<file path="config.mk">
export PLATFORM = sky130hd
export DESIGN_NAME = alu_issue_unit
export DESIGN_NICKNAME = d
export VERILOG_FILES = /design/src/rtl/alu_issue_unit.sv
export SDC_FILE = /design/constraint.sdc
export NUM_CORES = 1
export LEC_CHECK = 0
export BUFFER_PORTS_ARGS = -buffer_cell sky130_fd_sc_hd__buf_4
export CAP_MARGIN = 20
export CORE_ASPECT_RATIO = 0.6
export CORE_MARGIN = 2
export CORE_UTILIZATION = 40
export CTS_BUF_LIST = sky130_fd_sc_hd__clkbuf_4 sky130_fd_sc_hd__clkbuf_8 sky130_fd_sc_hd__clkbuf_16
export DETAILED_ROUTE_END_ITERATION = 10
export SLEW_MARGIN = 20
export SYNTH_ARGS = -nofsm -noshare
export SYNTH_HDL_FRONTEND = slang
export SYNTH_SLANG_ARGS = --single-unit
</file>
<file path="constraint.sdc">
create_clock -name clk -period 3.83 [get_ports clk]
set_input_delay 0.1915 -clock clk [delete_from_list [all_inputs] [get_ports clk]]
set_output_delay 0.1915 -clock clk [all_outputs]
set_load 0.02 [all_outputs]
</file>
<file path="src/rtl/alu_issue_unit.sv">
// alu_issue_unit: command FIFO and issue sequencer in front of an 8-bit combinational ALU.
// Commands are queued, and each one is issued to registered ALU operand outputs.
// The ALU result is captured one cycle later and offered over a valid/ready handshake.
// Optional feature macro: ALU_ISSUE_ACC_EN adds the cmd_use_acc port and an accumulator.
// With the macro set, a flagged command takes operand A from the previous ALU result.
//
// state | meaning
// IDLE  | no command in the ALU; pop the FIFO head when one is queued
// EXEC  | operands on the ALU for one cycle; capture the result at the edge
// HOLD  | result offered downstream; on handshake pop the next command or go idle
module alu_issue_unit #(
    parameter int WIDTH = 8,
    parameter int OPW   = 3,
    parameter int DEPTH = 4
) (
    input  logic             clk,
    input  logic             rst,
    input  logic             cmd_valid,
    output logic             cmd_ready,
    input  logic [WIDTH-1:0] cmd_a,
    input  logic [WIDTH-1:0] cmd_b,
    input  logic [OPW-1:0]   cmd_op,
`ifdef ALU_ISSUE_ACC_EN
    input  logic             cmd_use_acc,
`endif
    output logic [WIDTH-1:0] alu_a,
    output logic [WIDTH-1:0] alu_b,
    output logic [OPW-1:0]   alu_op,
    input  logic [WIDTH-1:0] alu_out,
    output logic             res_valid,
    input  logic             res_ready,
    output logic [WIDTH-1:0] res_data,
    output logic [OPW-1:0]   res_op,
    output logic             busy
);

    localparam int AW = $clog2(DEPTH);
    localparam int CW = AW + 1;
    localparam logic [CW-1:0] DEPTH_C = CW'(DEPTH);

    typedef enum logic [1:0] {IDLE, EXEC, HOLD} state_t;

    state_t            state_q, state_d;
    logic [CW-1:0]     count_q, count_d;
    logic [AW-1:0]     wr_ptr_q, wr_ptr_d;
    logic [AW-1:0]     rd_ptr_q, rd_ptr_d;
    logic [WIDTH-1:0]  mem_a_q  [DEPTH];
    logic [WIDTH-1:0]  mem_a_d  [DEPTH];
    logic [WIDTH-1:0]  mem_b_q  [DEPTH];
    logic [WIDTH-1:0]  mem_b_d  [DEPTH];
    logic [OPW-1:0]    mem_op_q [DEPTH];
    logic [OPW-1:0]    mem_op_d [DEPTH];
    logic [WIDTH-1:0]  alu_a_q, alu_a_d;
    logic [WIDTH-1:0]  alu_b_q, alu_b_d;
    logic [OPW-1:0]    alu_op_q, alu_op_d;
    logic [WIDTH-1:0]  res_data_q, res_data_d;
    logic [OPW-1:0]    res_op_q, res_op_d;
    logic              res_valid_q, res_valid_d;
    logic              push, pop;
`ifdef ALU_ISSUE_ACC_EN
    logic              mem_acc_q [DEPTH];
    logic              mem_acc_d [DEPTH];
    logic [WIDTH-1:0]  acc_q, acc_d;
`endif

    // Ready comes from the registered count only, so a same-cycle pop never frees a slot.
    assign cmd_ready = !rst && (count_q < DEPTH_C);
    assign push      = cmd_valid && cmd_ready;
    assign busy      = (state_q != IDLE) || (count_q != '0);

    assign alu_a     = alu_a_q;
    assign alu_b     = alu_b_q;
    assign alu_op    = alu_op_q;
    assign res_valid = res_valid_q;
    assign res_data  = res_data_q;
    assign res_op    = res_op_q;

    // State register and all datapath flops; async reset clears everything.
    always_ff @(posedge clk or posedge rst) begin
        if (rst) begin
            state_q     <= IDLE;
            count_q     <= '0;
            wr_ptr_q    <= '0;
            rd_ptr_q    <= '0;
            mem_a_q     <= '{default: '0};
            mem_b_q     <= '{default: '0};
            mem_op_q    <= '{default: '0};
            alu_a_q     <= '0;
            alu_b_q     <= '0;
            alu_op_q    <= '0;
            res_data_q  <= '0;
            res_op_q    <= '0;
            res_valid_q <= 1'b0;
`ifdef ALU_ISSUE_ACC_EN
            mem_acc_q   <= '{default: 1'b0};
            acc_q       <= '0;
`endif
        end else begin
            state_q     <= state_d;
            count_q     <= count_d;
            wr_ptr_q    <= wr_ptr_d;
            rd_ptr_q    <= rd_ptr_d;
            mem_a_q     <= mem_a_d;
            mem_b_q     <= mem_b_d;
            mem_op_q    <= mem_op_d;
            alu_a_q     <= alu_a_d;
            alu_b_q     <= alu_b_d;
            alu_op_q    <= alu_op_d;
            res_data_q  <= res_data_d;
            res_op_q    <= res_op_d;
            res_valid_q <= res_valid_d;
`ifdef ALU_ISSUE_ACC_EN
            mem_acc_q   <= mem_acc_d;
            acc_q       <= acc_d;
`endif
        end
    end

    // Next-state logic; also decides when the FIFO head is popped into the ALU.
    always_comb begin
        state_d = state_q;
        pop     = 1'b0;
        case (state_q)
            IDLE: begin
                if (count_q != '0) begin
                    pop     = 1'b1;
                    state_d = EXEC;
                end
            end
            EXEC: state_d = HOLD;
            HOLD: begin
                if (res_valid_q && res_ready) begin
                    if (count_q != '0) begin
                        pop     = 1'b1;
                        state_d = EXEC;
                    end else begin
                        state_d = IDLE;
                    end
                end
            end
            default: state_d = IDLE;
        endcase
    end

    // Outputs and datapath: FIFO bookkeeping, operand issue, result capture.
    always_comb begin
        count_d     = count_q;
        wr_ptr_d    = wr_ptr_q;
        rd_ptr_d    = rd_ptr_q;
        mem_a_d     = mem_a_q;
        mem_b_d     = mem_b_q;
        mem_op_d    = mem_op_q;
        alu_a_d     = alu_a_q;
        alu_b_d     = alu_b_q;
        alu_op_d    = alu_op_q;
        res_data_d  = res_data_q;
        res_op_d    = res_op_q;
        res_valid_d = res_valid_q;
`ifdef ALU_ISSUE_ACC_EN
        mem_acc_d   = mem_acc_q;
        acc_d       = acc_q;
`endif

        if (push) begin
            mem_a_d[wr_ptr_q]  = cmd_a;
            mem_b_d[wr_ptr_q]  = cmd_b;
            mem_op_d[wr_ptr_q] = cmd_op;
`ifdef ALU_ISSUE_ACC_EN
            mem_acc_d[wr_ptr_q] = cmd_use_acc;
`endif
            wr_ptr_d = wr_ptr_q + 1'b1;
        end

        if (pop) begin
`ifdef ALU_ISSUE_ACC_EN
            // acc was loaded at the previous EXEC edge, so chained commands see the fresh result.
            alu_a_d = mem_acc_q[rd_ptr_q] ? acc_q : mem_a_q[rd_ptr_q];
`else
            alu_a_d = mem_a_q[rd_ptr_q];
`endif
            alu_b_d  = mem_b_q[rd_ptr_q];
            alu_op_d = mem_op_q[rd_ptr_q];
            rd_ptr_d = rd_ptr_q + 1'b1;
        end

        case ({push, pop})
            2'b10:   count_d = count_q + 1'b1;
            2'b01:   count_d = count_q - 1'b1;
            default: count_d = count_q;
        endcase

        if (state_q == EXEC) begin
            res_data_d  = alu_out;
            res_op_d    = alu_op_q;
            res_valid_d = 1'b1;
`ifdef ALU_ISSUE_ACC_EN
            acc_d       = alu_out;
`endif
        end else if (state_q == HOLD && res_valid_q && res_ready) begin
            res_valid_d = 1'b0;
        end
    end

endmodule

</file>
======== Word-level counts from Yosys, hierarchy flattened ========
Index checks and enable logic that the tools add are counted.
word-level totals
  output and inout bits ................... 33
  bits of input ports ..................... 31
  flip-flop bits (word level) ............. 116
cells by class
  bitwise operators ....................... 2
  reduce and logical (&&, ||, !) cells .... 14
  magnitude comparators ................... 4
  equality and inequality tests ........... 6
  mux-type cells .......................... 26
  $add $sub $neg .......................... 4
operators with widths
  kind                   number
  $bwmux W32             2
  $mux W8                5
  $bmux W8 S2            2
  $demux W8 S2           1
  $bwmux W12             1
  $mux W3                3
  $bmux W3 S2            1
  $demux W3 S2           1
  $ge A3 B3 Y1 const B   2
  $logic_and A1 B1 Y1    6
  $not A2 Y3             2
  $pmux W2 S3            1
  $pmux W3 S2            1
  $reduce_bool A2 Y1     3
  $mux W1                5
  $add A2 B1 Y2 const B  2
  $eq A2 B1 Y1 const B   2
  $eq A2 B2 Y1 const B   2
  $mux W2                2
  $ne A2 B2 Y1 const B   2
  $add A3 B1 Y3 const B  1
  $lt A3 B1 Y1 const B   1
  $lt A3 B3 Y1 const B   1
  $reduce_bool A3 Y1     1
  other kinds (6)        6

======== Depth between registers and ports, before layout ========
  word-level depth ........................ 6
  gate-level depth with buffers ........... 9

======== Worst setup path before layout ========
Ideal clock, no wire load.
  kind .................................... register to register
  start ................................... register res_valid_q, in the netlist res_valid
  end ..................................... register count_q[2]
  setup slack ............................. 1,690 ps
  arrival ................................. 2,061 ps
  setup time .............................. 79 ps
  clock period less this slack ............ 2,140 ps
  stages on the path, launching flop included .. 10
  data required time ...................... 3,751 ps
  cells stage by stage .................... dfrtp_1 > a21boi_1 > nor3_2 > buf_6 > ha_1 > inv_1 > fa_1 > xor2_1 > nor2_1 > xor2_1
on the way
  cells in the longest elaborated chain, start to end .. 5
  elaborated cells between the ends (all ways) .. 7
  classes of those cells .................. 2 x eq/ne; 3 x mux; 2 x reduce/logical
ends and longest elaborated chain
  what                                               RTL line  source
  start: declaration                                 58        logic res_valid_q, res_valid_d;
  start signal: assignment                           111       res_valid_q <= res_valid_d;
  $logic_and A1 B1 Y1 *                              132       if (res_valid_q && res_ready) begin
  $mux W1 *                                          132
  $pmux W1 S2 *                                      123       case (state_q)
  named net pop                                      59        logic push, pop;
  $eq A2 B1 Y1 or $eq A2 B2 Y1 (tied branches)       186       case ({push, pop})
  $pmux W3 S2 or $reduce_bool A2 Y1 (tied branches)  --
  end signal: assignment                             100       count_q <= count_d;
  end: declaration                                   44        logic [CW-1:0] count_q, count_d;
The timed path passes the listed nets; every way through them passes the cells marked *.
A chain may end at the register's enable or synchronous reset.

======== Final worst setup path ========
  start ................................... register state_q[1]
  end ..................................... register count_q[2]
on the way
  cells in the longest elaborated chain, start to end .. 4
  elaborated cells between the ends (all ways) .. 7
  classes of those cells .................. 3 x eq/ne; 2 x mux; 2 x reduce/logical
ends and longest elaborated chain
  what                                               RTL line  source
  start: declaration                                 43        state_t state_q, state_d;
  start signal: assignment                           99        state_q <= state_d;
  $eq A2 B2 Y1 or $logic_not A2 Y1 (tied branches)   123
  $pmux W1 S2 *                                      123
  $eq A2 B1 Y1 or $eq A2 B2 Y1 (tied branches)       186
  $pmux W3 S2 or $reduce_bool A2 Y1 (tied branches)  --
Every way passes the cells marked *; elsewhere a longest branch is shown, timed or not.

==> results.ini <==
[clock_network]
clockBufferDepth=2
insertion_delay_ns=0.40
cts_hold_buf=0
ctsResizeCount=0
cts_tree=yes
cts-root-buf=clkbuf_16
path_clk_slew_ns=0.05
cts_made_buffers=17
cts.sinks=116
h-tree-depth=4
postCtsSetupBuffers=0

[synth]
synthSimpleGateAreaFrac_pct=1.92
synth_top_family_by_area=multiplexers
syn_nets=336
synthCells=299
syn_area_um2=5150
synthTopCellsByCount=dfrtp_1, mux2_2, mux2_4
synthMostInstantiatedCell=dfrtp_1
synthAdderAreaFrac_pct=1.60
avgSynthCellArea_um2=17.2
ys_seq_elements=116
synth.distinct_cells=25
ys_seq_area_share_pct=56.3
synth_compound_area_share_pct=0.583
async_flop_share_pct=100
synth_area_leader_cell=dfrtp_1
synth_area_leaders=dfrtp_1, mux2_2, mux2_4
synth_top_cell_area_share_pct=56.3
synthMuxAreaShare_pct=34.6
synth_warnings=0
synth_top_flop_cell=dfrtp_1
synth-edff-count=0
synth_xor_area_share_pct=1.02

[worst_setup_path]
cp.required_ns=4.16
arrival_ns=2.64
crit_fanout=21
critical_path_class=reg -> reg
start_kind=register
end_kind=register

[die]
core_um2=12700
die_y_um=91.9
pin_count=64
initial_core_util_pct=40.6
die_w_um=151
design.die.area_um2=13800
rows=32

[min_path]
hold_class=in -> reg

[global_routing]
antenna_found_initial=0
grt_use_total_pct=15.6
grt_max_degree=84
grt.overflow.total=0
grt_pass1_wl_um=16000
grt_pass1_vias=2837

[timing]
period_share_pct=60.4
fin_crit_ns=2.31
rsz0062_at_grt=no
hold_viol_final=0
report.final.slew_viol_count=0
setup_viol=0
fin_skew_ns=0.00586
worstMarginPinSlew_ns=1.07
fmax_mhz=433
timing.slew.headroom_pct=28.5
setup_tns_ns=0

[layout]
final_nets=412
instances_no_fill=558
final_layout_size_suffix_gt1_share_pct=59.5
syn2layout_area_growth_pct=23.6
antenna-diode-count=0

[place]
dp_cells=525
gp_congestion=0.669
hpwl_um=6070
port_buffers=63

[job]
maxCapViolCount=0

[route]
viasPerCell=4.85
ant_nets=0
drc_errors=0
wl_per_cell_um=17.9
num_vias=2707
drtIter0Drc=126
dr.pass1.iters=4
drt-total-wl_um=9970

[power]
p_leak_nw=2.90
vdd_ir_drop_max_mv=0.326
cellPowerDensity_nw_per_um2=960

[run_status]
status=completed

## through the flow
| stage | total power, W | hold WS [ns] | cell area [um^2] | worst slack (ns) | util [%] |
|---|---|---|---|---|---|
| floorplan | 0.00389 | 0.340 | 5150 | 0.566 | - |
| global placement | 0.00446 | 0.426 | 5740 | 1.54 | 45.2 |
| detailed placement | 0.00451 | 0.432 | 5740 | 1.51 | 45.2 |
| CTS | 0.00619 | 0.00744 | 6360 | 1.50 | 50.1 |
| global route | 0.00649 | 0.00105 | 6370 | 1.36 | 50.2 |
| finish | 0.00612 | 0.0225 | 6370 | 1.52 | 50.2 |
## cell usage in the layout (no fill, tap or decap), types with 5 or more instances in the layout
master and count:
dfrtp_1 116, buf_4 71, mux2_2 66, mux2_4 40
mux4_2 19, clkbuf_16 17, inv_1 8, ha_1 5
## logic make-up after synthesis
family | Yosys count
buf+inv | 24
mux | 126
simple gates | 16
compound gates | 5
flops | 116
fa+ha+maj | 6
xor+xnor | 6
## registers in the layout, indices dropped and copies added (netlist names)
signal     count
count_q        3
mem_a_q       32
state_q        2
alu_a          8
mem_op_q      12
res_valid      1
rd_ptr_q       2
alu_op         3
mem_b_q       32
wr_ptr_q       2
alu_b          8
res_data       8
res_op         3
## power by group
part	internal (W)	switching (W)
Sequential	0.00185	0.000413
Combinational	0.00136	0.000847
Clock	0.00110	0.000545
Total	0.00431	0.00181
## path summary, 6_finish.rpt
check	from	to	slack [ns]	cells after the start
worst min register to register	mem_b_q[31]	mem_b_q[31]	0.50	1
worst max register to register	state_q[1]	count_q[2]	1.52	9
worst min-delay path	alu_out[3]	res_data[3]	0.02	2
max in group asynchronous	rst	mem_b_q[25]	2.52	4
worst max-delay path	state_q[1]	count_q[2]	1.52	9
min in group asynchronous	rst	count_q[2]	0.53	3
## critical path: stages (launching register included)
cell	delay (ns)
dfrtp_1	0.40
a21boi_1	0.19
nor3_4	0.17
buf_4	0.35
ha_1	0.25
inv_1	0.06
fa_1	0.37
xor2_1	0.17
nor2_1	0.11
xor2_1	0.14
## routing by layer
metal / wire length, um / GRT usage (%) / share of wire [%]
met1: 5230 / 23.4 / 53
met2: 4170 / 21.1 / 42
met3: 538 / 6.17 / 5.4
met4: 22 / 3.69 / 0.22
met5: 0 / 0 / 0
## layout make-up
cell class | count | area [um^2]
inverter | 9 | 38.8
clock buffer | 23 | 495
timing repair buffer | 72 | 543
tap | 170 | 213
fill | 1064 | 6320
clock inverter | 9 | 125
sequential | 116 | 2900
multi-input combinational | 159 | 2050
Power figures use the tool's default switching activity.
